===== src/rtl/fetch_controller_pkg.sv =====
// Shared definitions for the instruction fetch controller.
// Holds the FSM state encoding and the default geometry of the program ROM.
// No logic, so no latency or backpressure of its own.
package fetch_controller_pkg;

  localparam int ADDR_W_DEF   = 3;
  localparam int DATA_W_DEF   = 4;
  localparam int PROG_LEN_DEF = 7;

  typedef enum logic [2:0] {
    IDLE = 3'd0,
    REQ  = 3'd1,
    CAPT = 3'd2,
    HOLD = 3'd3,
    HALT = 3'd4
  } fetch_state_t;

endpackage


===== src/rtl/fetch_controller_program_counter.sv =====
// Program counter: load, increment and optional wrap to 0 after the last ROM word.
// Latency: the new PC is visible the cycle after load/incr. Load takes priority over incr.
// Backpressure: none; the caller only pulses load/incr when a fetch is accepted.
// Ports: clock, reset (async, active-high), load + load_addr, incr, pc.
module program_counter
  import fetch_controller_pkg::*;
#(
  parameter int ADDR_W   = ADDR_W_DEF,
  parameter int PROG_LEN = PROG_LEN_DEF,
  parameter int WRAP     = 0
) (
  input  logic              clock,
  input  logic              reset,
  input  logic              load,
  input  logic [ADDR_W-1:0] load_addr,
  input  logic              incr,
  output logic [ADDR_W-1:0] pc
);

  localparam logic [ADDR_W-1:0] LAST = ADDR_W'(PROG_LEN - 1);

  always_ff @(posedge clock or posedge reset) begin
    if (reset) begin
      pc <= '0;
    end else if (load) begin
      pc <= load_addr;
    end else if (incr) begin
      // With wrapping, the word after the last valid address is address 0,
      // not PC+1, so PC never points beyond the program.
      if ((WRAP != 0) && (pc == LAST)) begin
        pc <= '0;
      end else begin
        pc <= pc + 1'b1;
      end
    end
  end

endmodule


===== src/rtl/fetch_controller.sv =====
// Fetch controller: sequences registered-ROM reads and hands each instruction to decode.
// Latency: start -> rom_enable next cycle -> instr_valid 3 cycles after start; 1 instr / 3 cycles max.
// Backpressure: instr/instr_pc held with instr_valid until instr_ready; no new ROM read while held.
// Ports: clock, reset (async, active-high), start, rom_enable/rom_addr/rom_data to the ROM,
//        instr/instr_pc/instr_valid/instr_ready to decode, jump_en/jump_addr, halted.
module fetch_controller
  import fetch_controller_pkg::*;
#(
  parameter int ADDR_W   = ADDR_W_DEF,
  parameter int DATA_W   = DATA_W_DEF,
  parameter int PROG_LEN = PROG_LEN_DEF,
  parameter int WRAP     = 0
) (
  input  logic              clock,
  input  logic              reset,
  input  logic              start,
  output logic              rom_enable,
  output logic [ADDR_W-1:0] rom_addr,
  input  logic [DATA_W-1:0] rom_data,
  output logic [DATA_W-1:0] instr,
  output logic [ADDR_W-1:0] instr_pc,
  output logic              instr_valid,
  input  logic              instr_ready,
  input  logic              jump_en,
  input  logic [ADDR_W-1:0] jump_addr,
  output logic              halted
);

  // One extra bit so PROG_LEN == 2^ADDR_W still compares correctly.
  localparam logic [ADDR_W:0]   LEN  = (ADDR_W + 1)'(PROG_LEN);
  localparam logic [ADDR_W-1:0] LAST = ADDR_W'(PROG_LEN - 1);

  fetch_state_t      state;
  logic [ADDR_W-1:0] pc;
  logic              accept;
  logic              jump_ok;
  logic              at_last;
  logic              restart;
  logic              pc_load;
  logic [ADDR_W-1:0] pc_load_addr;
  logic              pc_incr;

  assign accept  = (state == HOLD) && instr_ready;
  assign jump_ok = ({1'b0, jump_addr} < LEN);
  assign at_last = (pc == LAST);
  assign restart = ((state == IDLE) || (state == HALT)) && start;

  assign pc_load      = restart || (accept && jump_en && jump_ok);
  assign pc_load_addr = (accept && jump_en) ? jump_addr : '0;
  assign pc_incr      = accept && !jump_en && (!at_last || (WRAP != 0));

  // The ROM address is the PC itself; rom_enable qualifies it.
  assign rom_addr = pc;

  program_counter #(
    .ADDR_W  (ADDR_W),
    .PROG_LEN(PROG_LEN),
    .WRAP    (WRAP)
  ) u_pc (
    .clock    (clock),
    .reset    (reset),
    .load     (pc_load),
    .load_addr(pc_load_addr),
    .incr     (pc_incr),
    .pc       (pc)
  );

  // Outputs are registered alongside the state so each reflects the state
  // being entered; rom_enable is high only while in REQ.
  always_ff @(posedge clock or posedge reset) begin
    if (reset) begin
      state       <= IDLE;
      rom_enable  <= 1'b0;
      instr       <= '0;
      instr_pc    <= '0;
      instr_valid <= 1'b0;
      halted      <= 1'b0;
    end else begin
      case (state)
        IDLE, HALT: begin
          if (start) begin
            state      <= REQ;
            rom_enable <= 1'b1;
            halted     <= 1'b0;
          end
        end
        REQ: begin
          state      <= CAPT;
          rom_enable <= 1'b0;
        end
        CAPT: begin
          state       <= HOLD;
          instr       <= rom_data;
          instr_pc    <= pc;
          instr_valid <= 1'b1;
        end
        HOLD: begin
          if (accept) begin
            instr_valid <= 1'b0;
            // An out-of-range jump or running off the end without wrap stops
            // fetching rather than reading past the program.
            if (jump_en ? jump_ok : (!at_last || (WRAP != 0))) begin
              state      <= REQ;
              rom_enable <= 1'b1;
            end else begin
              state  <= HALT;
              halted <= 1'b1;
            end
          end
        end
        default: begin
          state       <= IDLE;
          rom_enable  <= 1'b0;
          instr_valid <= 1'b0;
          halted      <= 1'b0;
        end
      endcase
    end
  end

endmodule


===== config.mk =====
export PLATFORM = sky130hd
export DESIGN_NAME = fetch_controller
export DESIGN_NICKNAME = d
export VERILOG_FILES = /design/src/rtl/fetch_controller_pkg.sv /design/src/rtl/fetch_controller_program_counter.sv /design/src/rtl/fetch_controller.sv
export SDC_FILE = /design/constraint.sdc
export NUM_CORES = 1
export LEC_CHECK = 0
export ABC_AREA = 1
export CORE_MARGIN = 5
export CORE_UTILIZATION = 49
export DETAILED_ROUTE_END_ITERATION = 7
export PLACE_DENSITY = 0.83
export REMOVE_ABC_BUFFERS = 1
export SYNTH_ARGS = -nofsm -noshare
export SYNTH_HDL_FRONTEND = slang
export SYNTH_SLANG_ARGS = --single-unit

===== constraint.sdc =====
create_clock -name clock -period 2.11 [get_ports clock]
set_input_delay 0.3165 -clock clock [delete_from_list [all_inputs] [get_ports clock]]
set_output_delay 0.3165 -clock clock [all_outputs]
set_load 0.05 [all_outputs]

==> flow_metrics.env, run 1 <==
export IMPL_cts_resized=0
export IMPL_synth_edf_count=0
export IMPL_grtUsageTotal=0.167
export IMPL_wirelength_um=1960
export IMPL_yosysMostFrequentCell="nand2_1"
export IMPL_critPathMaxFanout=5
export IMPL_initialDrtViolationCount=20
export IMPL_required_ps=1790
export IMPL_netlist_instances=94
export IMPL_ctsRootBufferMaster="clkbuf_4"
export IMPL_async_flop_share=1.00
export IMPL_ctsHtreeMaxLevel=1
export IMPL_grt_max_degree=17
export IMPL_grt_pass1_wl_um=3310
export IMPL_synthFlopType="dfrtp_1"
export IMPL_initial_utilization=0.502
export IMPL_p_total_mw=2.01
export IMPL_fin_crit_sh=0.898
export IMPL_yosysUniqueCellTypes=17
export IMPL_ioPinCount=25
export IMPL_outcome="finished, final reports clean"
export IMPL_synth_common_cells="nand2_1, dfrtp_1, nand3_1, inv_1, mux2_2"
export IMPL_die_h_um=51.4
export IMPL_avgSynthCellArea_sq_um=8.92
export IMPL_vias_per_cell=5.32
export IMPL_cts_buffers=3
export IMPL_critPathMaxStageDelay_ps=840
export IMPL_clock_latency_ps=280
export IMPL_drive_gt1_frac=0.140
export IMPL_yosys_area_top_type="dfrtp_1"
export IMPL_tightest_slew_ps=614
export IMPL_detail_route_antenna_nets=0
export IMPL_coreArea_sq_um=1670
export IMPL_tns_ps=0
export IMPL_die_w_um=51.4
export IMPL_hold_viol_final=0
export IMPL_crit_chain="clkdlybuf4s50_1"
export IMPL_finalNetCount=136
export IMPL_cts_setup_buffers=0
export IMPL_path_buf_inv=1
export IMPL_fmax_ghz=0.528
export IMPL_fin_util=0.676
export IMPL_cts_hold_buf=0
export IMPL_final_cells=138
export IMPL_cts_path_max_buffers=2
export IMPL_finalCriticalPeriod_ps=1890
export IMPL_netlist_area_sq_um=838
export IMPL_clkSinkCount=16
export IMPL_synth_seq_area_share=0.478
export IMPL_setup_violations=0
export IMPL_wl_per_cell_um=14.2
export IMPL_slowest_stage="clkdlybuf4s50_1"
export IMPL_arrival_ps=1580
export IMPL_gp_congestion=0.779
export IMPL_min_path_type="in -> async"
export IMPL_via_count=734
export IMPL_dp_hpwl_um=1520
export IMPL_fill_cells=125
export IMPL_num_rows=15
export IMPL_pwr_density_cell_nw_per_um2=1780
export IMPL_critPathCaptureType="primary output"
export IMPL_start_kind="flip-flop"
export IMPL_synth_seq_cells=16
export IMPL_rsz0062_at_grt="no"
export IMPL_path_clk_slew_ps=100
export IMPL_p_leak_nw=0.544
export IMPL_synth_top_area_frac=0.478
export IMPL_ir_drop_mv=1.03
export IMPL_first_pass_iters=4
export IMPL_fp_dieArea_sq_um=2640
export IMPL_fin_skew_ps=3.38
export IMPL_path_delay_family="buffers and inverters"
export IMPL_cts_tree="built"
export IMPL_grt_pass1_vias=766
export IMPL_diodes=0
export IMPL_dp_cells=134
export IMPL_path_class="reg -> out"
export IMPL_ys_warnings_count=0
export IMPL_maxCapViolations=0
export IMPL_portBuffers=24
export IMPL_syn_to_final_growth_pct=34.6
export IMPL_slew_viol_final=0
export IMPL_grt_antenna_before_repair=0
export IMPL_drc=0
export IMPL_grt_ovfl_total=0
export IMPL_yosys_top_cells_area="dfrtp_1, nand2_1, mux2_2, nand3_1, inv_1"
export IMPL_relSlewSlack=0.590
-- metrics by stage --
step | worst slack (ps) | area [sq um] | hold WS (ps)
global placement | 431 | 1090 | 462
finish | 216 | 1130 | 409
global route | 143 | 1130 | 481
detailed placement | 423 | 1090 | 458
floorplan | 430 | 831 | 230
CTS | 207 | 1130 | 429
-- cells in the final DEF, fill, tap and decap left out, drive strengths merged --
cell           count
nand4              3
o21ai              4
ha                 2
mux2               6
clkdlybuf4s50     24
inv               10
xnor2              1
clkbuf             4
nand3             14
dfrtp             16
nand2             29
a21oi              1
nor2               7
-- per-layer routing --
layer  part of all wire  GRT usage  vias up
li1                   -          -      358
met1               0.40      0.193      347
met2               0.53      0.286       29
met3              0.068     0.0612        0
met4                  0     0.0480        0
met5                  0          0        -
-- flip-flops by register name, indices dropped and copies added, names as in the netlist --
register and cells:
rom_enable 1, halted 1, instr 4, u_pc.pc 3, state 3, instr_valid 1, instr_pc 3
-- power breakdown --
group / switching, mW / internal (mW)
Clock: 0.100 / 0.105
Sequential: 0.115 / 0.454
Combinational: 0.804 / 0.436
-- final cells by class --
cell class,instances,area [sq um],share of cell area
multi-input combinational,67,393,0.348
sequential,16,400,0.355
timing repair buffer,24,240,0.213
tap,17,21.3,0.0188
inverter,10,37.5,0.0333
clock buffer,4,36.3,0.0322
-- cell families (layout without fill, tap and decap cells) --
| family | after synthesis | in the layout | share of synthesized area |
|---|---|---|---|
| mux | 6 | 6 | 0.0806 |
| flops | 16 | 16 | 0.478 |
| simple gates | 53 | 53 | 0.318 |
| buf+inv | 11 | 38 | 0.0537 |
| fa+ha+maj | 2 | 2 | 0.0298 |
| compound gates | 5 | 5 | 0.0298 |
| xor+xnor | 1 | 1 | 0.0104 |
-- worst paths after layout --
| path | slack, ps | cells after the start | end | start |
|---|---|---|---|---|
| min | 410 | 2 | u_pc.pc[0] | reset |
| max | 220 | 1 | rom_addr[2] | u_pc.pc[2] |
| max reg2reg | 620 | 8 | u_pc.pc[2] | u_pc.pc[0] |
| min reg2reg | 480 | 2 | halted | halted |
| max in group asynchronous | 1310 | 2 | state[1] | reset |
| min in group clock | 480 | 2 | halted | halted |
No activity file was read; power rests on OpenSTA's default activity.
==> inputs of run 2 (changes only) <==
--- a/config.mk
+++ b/config.mk
@@ -6,6 +6,7 @@
 export NUM_CORES = 1
 export LEC_CHECK = 0
 export ABC_AREA = 1
+export CORE_ASPECT_RATIO = 1.25
 export CORE_MARGIN = 5
 export CORE_UTILIZATION = 49
 export DETAILED_ROUTE_END_ITERATION = 7
==> run 2 against run 1 <==
Routed wire length down 1.5%. Clock-buffer cell count unchanged. Final area up 0.11%. Register-to-register slack about the same. Critical endpoint is now rom_addr[1].
==> flow_metrics.env, run 2 (same netlist as run 1, synthesis figures left out) <==
export IMPL_ir_drop_mv=1.07
export IMPL_pwr_density_cell_nw_per_um2=1780
export IMPL_dp_slack_ps=425
export IMPL_clockPowerShare=0.102
export IMPL_detail_route_antenna_nets=0
export IMPL_gp_congestion=0.818
export IMPL_p_sw_frac=0.505
export IMPL_die_w_um=47.0
export IMPL_final_cell_mix="nand2_1, clkdlybuf4s50_1, dfrtp_1, nand3_1, inv_1"
export IMPL_path_delay_family="buffers and inverters"
export IMPL_wirelength_um=1930
export IMPL_rsz0062_at_grt="no"
export IMPL_largest_register="instr"
export IMPL_syn_to_final_growth_pct=34.8
export IMPL_die_h_um=56.2
export IMPL_num_rows=16
export IMPL_final_common_cell="nand2_1"
export IMPL_relSlewSlack=0.594
export IMPL_ctsHtreeMaxLevel=1
export IMPL_dp_hpwl_um=1520
export IMPL_wl_met2_um=1040
export IMPL_critPathMaxFanout=5
export IMPL_grt_max_degree=17
export IMPL_cts_hold_buf=0
export IMPL_finalInstanceArea_sq_um=1130
export IMPL_fp_dieArea_sq_um=2640
export IMPL_clock_latency_ps=290
export IMPL_rrSetupSlack_ps=620
export IMPL_path_clk_slew_ps=100
export IMPL_path_buf_inv=1
export IMPL_diodes=0
export IMPL_largest_reg_flops=4
export IMPL_crit_path_start="u_pc.pc[1]"
export IMPL_r2r_start="u_pc.pc[0]"
export IMPL_arrival_ps=1570
export IMPL_power_switching_mw=1.02
export IMPL_ctsRootBufferMaster="clkbuf_4"
export IMPL_first_pass_iters=4
export IMPL_fin_crit_sh=0.894
export IMPL_required_ps=1790
export IMPL_cp_depth=1
export IMPL_portBuffers=24
export IMPL_slew_viol_final=0
export IMPL_critPathCaptureType="primary output"
export IMPL_ioPinCount=25
export IMPL_critPathMaxStageDelay_ps=840
export IMPL_finalCriticalPeriod_ps=1890
export IMPL_rr_worst_depth=8
export IMPL_dpl_cell_area_sq_um=1090
export IMPL_initialDrtViolationCount=15
export IMPL_grtUsageTotal=0.172
export IMPL_maxCapViolations=0
export IMPL_p_leak_nw=0.544
export IMPL_path_class="reg -> out"
export IMPL_fin_ws_ps=224
export IMPL_setup_violations=0
export IMPL_timing_rr_end="u_pc.pc[1]"
export IMPL_p_total_mw=2.01
export IMPL_tightest_slew_ps=608
export IMPL_clkSinkCount=16
export IMPL_internal_power_mw=0.996
export IMPL_via_count=743
export IMPL_critPathCapture="rom_addr[1]"
export IMPL_seqPwrFrac=0.281
export IMPL_grt_pass1_vias=778
export IMPL_wl_per_cell_um=13.9
export IMPL_crit_chain="clkdlybuf4s50_1"
export IMPL_tns_ps=0
export IMPL_outcome="finished, final reports clean"
export IMPL_p_comb_frac=0.617
export IMPL_cts_setup_buffers=0
export IMPL_fin_skew_ps=7.92
export IMPL_vias_per_cell=5.35
export IMPL_fmax_ghz=0.530
export IMPL_met1Wirelength_um=776
export IMPL_finalNetCount=136
export IMPL_min_path_type="in -> async"
export IMPL_cts_resized=0
export IMPL_cts_buffers=3
export IMPL_grt_ovfl_total=0
export IMPL_drive_gt1_frac=0.140
export IMPL_cts_tree="built"
export IMPL_initial_utilization=0.523
export IMPL_grt_pass1_wl_um=3420
export IMPL_grt_antenna_before_repair=0
export IMPL_slowest_stage="clkdlybuf4s50_1"
export IMPL_top_layer="met4"
export IMPL_coreArea_sq_um=1600
export IMPL_hold_viol_final=0
export IMPL_drc=0
export IMPL_cts_path_max_buffers=2
export IMPL_dr_wl_met3_um=72
export IMPL_start_kind="flip-flop"
-- run 2: layer usage --
metal / vias to the layer above / global-route usage
li1: 360 / -
met1: 359 / 0.220
met2: 18 / 0.278
met3: 6 / 0.0388
met4: 0 / 0.0514
met5: - / 0
-- run 2: worst reg2reg max path, cell delays in order, from the launching register on --
cell and delay [ps]:
dfrtp_1 430, inv_1 100, ha_1 200, a21oi_1 230, nand3_1 140, nand3_2 120
inv_1 70, nand2_1 60, nand2_1 50
-- run 2: worst min-delay path by stage --
stage | cells past startpoint | slack, ps | from | endpoint
final | 2 | 390 | reset | state[1]
after global placement | 2 | 460 | halted | halted
after detailed placement | 2 | 480 | rom_enable | rom_enable
after CTS | 2 | 410 | reset | state[1]
after floorplan | 1 | 230 | reset | halted
after global routing | 2 | 440 | reset | instr[2]
-- run 2: layout make-up --
cell class                 count  area, sq um
sequential                    16          400
timing repair buffer          24          240
inverter                      10         37.5
tap                           18         22.5
clock buffer                   4         36.3
fill                         130          472
multi-input combinational     67          393
-- run 2: power by group through the flow --
| stage | combinational [mW] | clock, mW | sequential (mW) |
|---|---|---|---|
| finish | 1.24 | 0.206 | 0.566 |
| global placement | 1.22 | 0 | 0.561 |
| floorplan | 0.462 | 0 | 0.967 |
| CTS | 1.25 | 0.206 | 0.569 |
| detailed placement | 1.24 | 0 | 0.573 |
| global route | 1.34 | 0.225 | 0.595 |
-- run 2: through the flow --
| step | std cells | hold WS [ps] | util |
|---|---|---|---|
| 2_1_floorplan | 93 | 230 | - |
| 3_3_place_gp | 135 | 456 | 0.683 |
| 3_5_place_dp | 135 | 481 | 0.683 |
| 4_1_cts | 139 | 414 | 0.705 |
| 5_1_grt | 139 | 444 | 0.705 |
| 6_report | 139 | 393 | 0.705 |
